**config.mk**
```make
export PLATFORM = sky130hd
export DESIGN_NAME = play_scheduler
export DESIGN_NICKNAME = d
export VERILOG_FILES = /design/src/rtl/play_scheduler.sv
export SDC_FILE = /design/constraint.sdc
export NUM_CORES = 1
export LEC_CHECK = 0
export CAP_MARGIN = 0
export CORE_ASPECT_RATIO = 1.75
export CORE_MARGIN = 2
export CORE_UTILIZATION = 45
export DETAILED_ROUTE_END_ITERATION = 12
export PLACE_DENSITY = 0.71
export SLEW_MARGIN = 20
export SYNTH_ARGS = -nofsm -noshare
export SYNTH_HDL_FRONTEND = slang
export SYNTH_SLANG_ARGS = --single-unit
```
**constraint.sdc**
```tcl
create_clock -name clk -period 2.2 [get_ports clk]
set_clock_uncertainty 0.05 [all_clocks]
set_input_delay 0.22 -clock clk [delete_from_list [all_inputs] [get_ports clk]]
set_output_delay 0.22 -clock clk [all_outputs]
set_load 0.02 [all_outputs]
```
**src/rtl/play_scheduler.sv**
```systemverilog
// Tone-path arbiter between user keys and the auto-play engine, with muted mode changes
// and LEARN-mode scoring of user presses against the engine's current note.
module play_scheduler #(
    parameter int NUM_KEYS    = 7,
    parameter int MUTE_CYCLES = 16,
    parameter int SCORE_W     = 8
) (
    input  logic                clk,
    input  logic                rst,
    input  logic [1:0]          mode_sel,
    input  logic [2:0]          song_sel,
    input  logic [NUM_KEYS-1:0] user_keys,
    input  logic [3:0]          eng_key,
    input  logic                eng_key_on,
    output logic                eng_rst,
    output logic [2:0]          eng_song,
    output logic [3:0]          tone_key,
    output logic                tone_on,
    output logic [3:0]          led_expect,
    output logic [SCORE_W-1:0]  score,
    output logic [2:0]          mode_state
);

    localparam int              CNT_W    = (MUTE_CYCLES > 1) ? $clog2(MUTE_CYCLES) : 1;
    localparam logic [CNT_W-1:0] CNT_LOAD = CNT_W'(MUTE_CYCLES - 1);

    // Codes of the four playing states equal the mode_sel value that selects them.
    typedef enum logic [2:0] {
        S_IDLE  = 3'd0,
        S_FREE  = 3'd1,
        S_AUTO  = 3'd2,
        S_LEARN = 3'd3,
        S_MUTE  = 3'd4
    } state_t;

    state_t             r_state, w_state_nxt;
    logic [1:0]         r_target, w_target_nxt;
    logic [CNT_W-1:0]   r_cnt, w_cnt_nxt;
    logic [3:0]         r_prev_key;
    logic               r_prev_on;
    logic               r_credited, w_credited_nxt;
    logic [3:0]         w_note;
    logic               w_entry, w_learn_stay, w_rearm, w_hit;
    logic [3:0]         w_tone_key_nxt, w_led_nxt;
    logic               w_tone_on_nxt, w_eng_rst_nxt;
    logic [2:0]         w_eng_song_nxt;
    logic [SCORE_W-1:0] w_score_nxt;

    // Lowest-index pressed key wins.
    always_comb begin
        w_note = '0;
        for (int k = NUM_KEYS - 1; k >= 0; k--) begin
            if (user_keys[k]) w_note = 4'(k + 1);
        end
    end

    always_comb begin
        w_state_nxt  = r_state;
        w_target_nxt = r_target;
        w_cnt_nxt    = r_cnt;
        if (r_state == S_MUTE) begin
            if (mode_sel != r_target) begin
                w_target_nxt = mode_sel;
                w_cnt_nxt    = CNT_LOAD;
            end else if (r_cnt == '0) begin
                w_state_nxt = state_t'({1'b0, r_target});
            end else begin
                w_cnt_nxt = r_cnt - CNT_W'(1);
            end
        end else if (mode_sel != r_state[1:0]) begin
            w_state_nxt  = S_MUTE;
            w_target_nxt = mode_sel;
            w_cnt_nxt    = CNT_LOAD;
        end
    end

    assign w_entry      = (r_state == S_MUTE) && (w_state_nxt != S_MUTE);
    assign w_learn_stay = (r_state == S_LEARN) && (w_state_nxt == S_LEARN);
    // A new note starts when the engine changes pitch or re-strikes the same pitch.
    assign w_rearm      = (eng_key != r_prev_key) || (eng_key_on && !r_prev_on);
    assign w_hit        = w_learn_stay && (w_note != 4'd0) && (w_note == eng_key) &&
                          eng_key_on && (w_rearm || !r_credited);

    // Outputs are computed for the state being entered so they register with it.
    always_comb begin
        w_tone_key_nxt = '0;
        w_tone_on_nxt  = 1'b0;
        w_eng_rst_nxt  = 1'b1;
        w_led_nxt      = '0;
        w_eng_song_nxt = eng_song;
        w_score_nxt    = score;
        w_credited_nxt = w_rearm ? w_hit : (r_credited | w_hit);
        case (w_state_nxt)
            S_FREE: begin
                w_tone_key_nxt = w_note;
                w_tone_on_nxt  = (w_note != 4'd0);
            end
            S_AUTO: begin
                w_tone_key_nxt = eng_key;
                w_tone_on_nxt  = eng_key_on;
                w_eng_rst_nxt  = 1'b0;
                if (w_entry) w_eng_song_nxt = song_sel;
            end
            S_LEARN: begin
                w_tone_key_nxt = w_note;
                w_tone_on_nxt  = (w_note != 4'd0);
                w_eng_rst_nxt  = 1'b0;
                w_led_nxt      = eng_key;
                if (w_entry) begin
                    w_eng_song_nxt = song_sel;
                    w_score_nxt    = '0;
                    w_credited_nxt = 1'b0;
                end else if (w_hit && (score != '1)) begin
                    w_score_nxt = score + SCORE_W'(1);
                end
            end
            default: ;
        endcase
    end

    always_ff @(posedge clk or negedge rst) begin
        if (!rst) begin
            r_state    <= S_IDLE;
            r_target   <= '0;
            r_cnt      <= '0;
            r_prev_key <= '0;
            r_prev_on  <= 1'b0;
            r_credited <= 1'b0;
            eng_rst    <= 1'b1;
            eng_song   <= '0;
            tone_key   <= '0;
            tone_on    <= 1'b0;
            led_expect <= '0;
            score      <= '0;
            mode_state <= '0;
        end else begin
            r_state    <= w_state_nxt;
            r_target   <= w_target_nxt;
            r_cnt      <= w_cnt_nxt;
            r_prev_key <= eng_key;
            r_prev_on  <= eng_key_on;
            r_credited <= w_credited_nxt;
            eng_rst    <= w_eng_rst_nxt;
            eng_song   <= w_eng_song_nxt;
            tone_key   <= w_tone_key_nxt;
            tone_on    <= w_tone_on_nxt;
            led_expect <= w_led_nxt;
            score      <= w_score_nxt;
            mode_state <= w_state_nxt;
        end
    end

endmodule

```
==> reports/metrics.yaml <==
run_status:
  status: "complete, no violations"
power:
  leakage_uw: 0.00132
  finalPower_uw: 1280
  p_per_area_nw_per_um2: 459
  ir_drop_uv: 435
synthesis:
  synth.top_cells.by_count: "dfrtp_1, nand2_1, inv_1, nor2_1, nand3_1"
  synthDistinctLibCells: 45
  syn_area_um2: 1890
  synth_nets: 221
  synth_top_area_share_pct: 46.4
  yosysSeqAreaShare_pct: 47.8
  async_reset_ff_share_pct: 100
  yosys_warnings: 0
  synth_top_family_by_area: "simple AND/OR/NAND/NOR gates"
  yosysMostFrequentCell: "dfrtp_1"
  yosys.area_share.simple_pct: 23.4
  synth_seq_cells: 36
  synth.area.top_cells: "dfrtp_1, nand2_1, inv_1"
  synth_xor_area_share_pct: 3.72
  synthAdderAreaFrac_pct: 1.99
  syn_inst: 199
  yosys.area.top_type: "dfrtp_1"
  synth_edf_count: 0
  syn_avg_cell_area_um2: 9.48
  synth_ff_type: "dfrtp_1"
  synthMuxAreaShare_pct: 2.72
  synth_compound_area_share_pct: 16.4
die:
  start_util_pct: 46.3
  die_y_um: 89.6
  die_w_um: 52.9
  rows: 31
  dieArea_um2: 4740
  pin_count: 43
  coreArea_um2: 4070
flow_run:
  maxCapViolCount: 0
sta:
  finalCritPeriodShare_pct: 96.9
  setup_viol: 0
  hold_ws_ns: 0.305
  hold_viol_final: 0
  fmax_mhz: 469
  slew_violations: 0
  worst_pin_slew_ns: 0.461
  period_needed_ns: 2.13
  max-slew-margin-rel_pct: 69.3
clock_network:
  htree_levels: 2
  clk-insertion-delay-late_ns: 0.28
  cts_buffers: 5
  cts.sinks: 36
  cts.hold.buffers_added: 0
  tritoncts: "yes"
  path_clk_slew_ns: 0.07
  cts_root_buffer: "clkbuf_8"
  ctsLongestPathBuffers: 2
routing:
  wl_met2_mm: 2.75
  finalWirelength_mm: 4.85
  drtIter0Drc: 36
  vias: 1850
  avgViaCountPerCell: 5.46
  ant_nets: 0
  routed-wl-met3_um: 130
  m1WireLength_mm: 1.84
  firstDrtPassIters: 4
  post_drt_wl_per_cell_um: 14.3
  drcViolationCount: 0
  top_layer_used: "met4"
worst_setup_path:
  r2r-end: "score[3]"
  path_cells: "clkdlybuf4s50_1 -> nor4_4 -> a21oi_1 -> or3_4 -> a2111o_1 -> or4_1 -> nand3_1"
  cpLargestDelayFamily: "simple AND/OR/NAND/NOR gates"
  cpPeakStageDelay_ns: 0.46
  cp.required_ns: 2.37
  cp-start-kind: "input pin"
  crit_path_end_kind: "flop"
  r2r_slack_ns: 0.10
  r2r_start: "r_state[1]"
  cp_max_fo: 4
  worst-path-buf-inv: 1
  crit_type: "input pin to flop"
  cp.arrival_ns: 2.30
  reg2reg_depth: 8
  crit_path_top_delay_cell: "clkdlybuf4s50_1"
hold_path:
  hp-class: "input pin to async pin"
global_routing:
  grt_pass1_vias: 1825
  antenna_found_initial: 0
  grt_max_degree: 37
  grt_remaining_overflow: 0
  grt_pass1_wl_mm: 7.85
  grt_use_total_pct: 22.3
place:
  gp_congestion: 0.870
  dp_hpwl_mm: 3.77
  dp_cells: 331
  postPlaceCellArea_um2: 2690
  portBuffers: 42
final_layout:
  fin_cells: 339
  stdcell_area_um2: 2790
  antenna_cells: 0
  fillers: 338
  fin_util_pct: 68.5
  nets: 311
  layout-drive-gt1-share_pct: 21.0
  area.growth.synth_to_final_pct: 47.9
[cell type report]
cell class	count	area [um2]	share of cell area, %
clock buffers	7	76.3	2.74
clock inverters	1	5.00	0.179
inverters	16	60.1	2.15
multi-input cells	143	922	33.1
flip-flops and latches	36	902	32.3
well taps	49	61.3	2.20
repair buffers	87	762	27.3
[per-layer routing]
metal / GRT usage (%) / vias to the layer above
met5: 0 / -
met4: 10.3 / 0
met3: 2.65 / 10
met2: 43.0 / 46
met1: 23.2 / 897
li1: - / 897
[per-stage QoR]
step	worst slack (ns)	TNS, ns
after floorplan	0.0488	0
after detailed placement	-0.300	-1.98
after global routing	-0.00471	-0.00637
final	0.0688	0
after global placement	-0.262	-1.73
after CTS	0.0119	0
[report_power, final]
part | switching (uW) | total (uW) | internal (uW) | leakage, uW
Clock | 222 | 444 | 222 | 0.0000422
Sequential | 5.49 | 677 | 672 | 0.000454
Combinational | 75.9 | 159 | 82.7 | 0.000824
Total | 303 | 1280 | 977 | 0.00132
[cells in the final DEF, fill, tap and decap left out, drive strengths merged, types with 4 or more instances in the layout]
cell            n
buf            45
nor3            7
clkdlybuf4s50  39
nand2          23
o21ai           8
xnor2           5
dfrtp          35
o211ai          5
a21oi           8
mux2i           4
nor4            8
nand3           9
a22o            4
nor2           14
inv            16
clkbuf          7
[kinds of logic after synthesis]
family / count (synthesis)
compound gates: 44
xor+xnor: 8
fa+ha+maj: 3
buf+inv: 20
flops: 36
mux: 5
simple gates: 83
[what timing repair did]
| action | in CTS | in global routing |
|---|---|---|
| pin swaps | 0 | 2 |
| gates resized for setup | 1 | 5 |
| setup endpoints to repair | 1 | 9 |
| buffers inserted | 0 | 0 |
[sequential cells by signal (all words and copies together), names as in the netlist, 2 cells and up]
signal,cells
r_prev_key,4
tone_key,4
score,8
eng_song,3
r_target,2
r_cnt,4
led_expect,4
r_state,3
[worst max-delay path by stage]
stage | start | to | slack [ns] | cells past startpoint
floorplan | r_state[1] | score[1] | 0.05 | 6
global placement | user_keys[6] | score[7] | -0.26 | 7
finish | user_keys[5] | score[7] | 0.07 | 7
global route | r_state[1] | score[5] | -0.005 | 8
detailed placement | user_keys[6] | score[7] | -0.30 | 7
CTS | user_keys[5] | score[7] | 0.01 | 7
(Power assumes the default switching activity.)
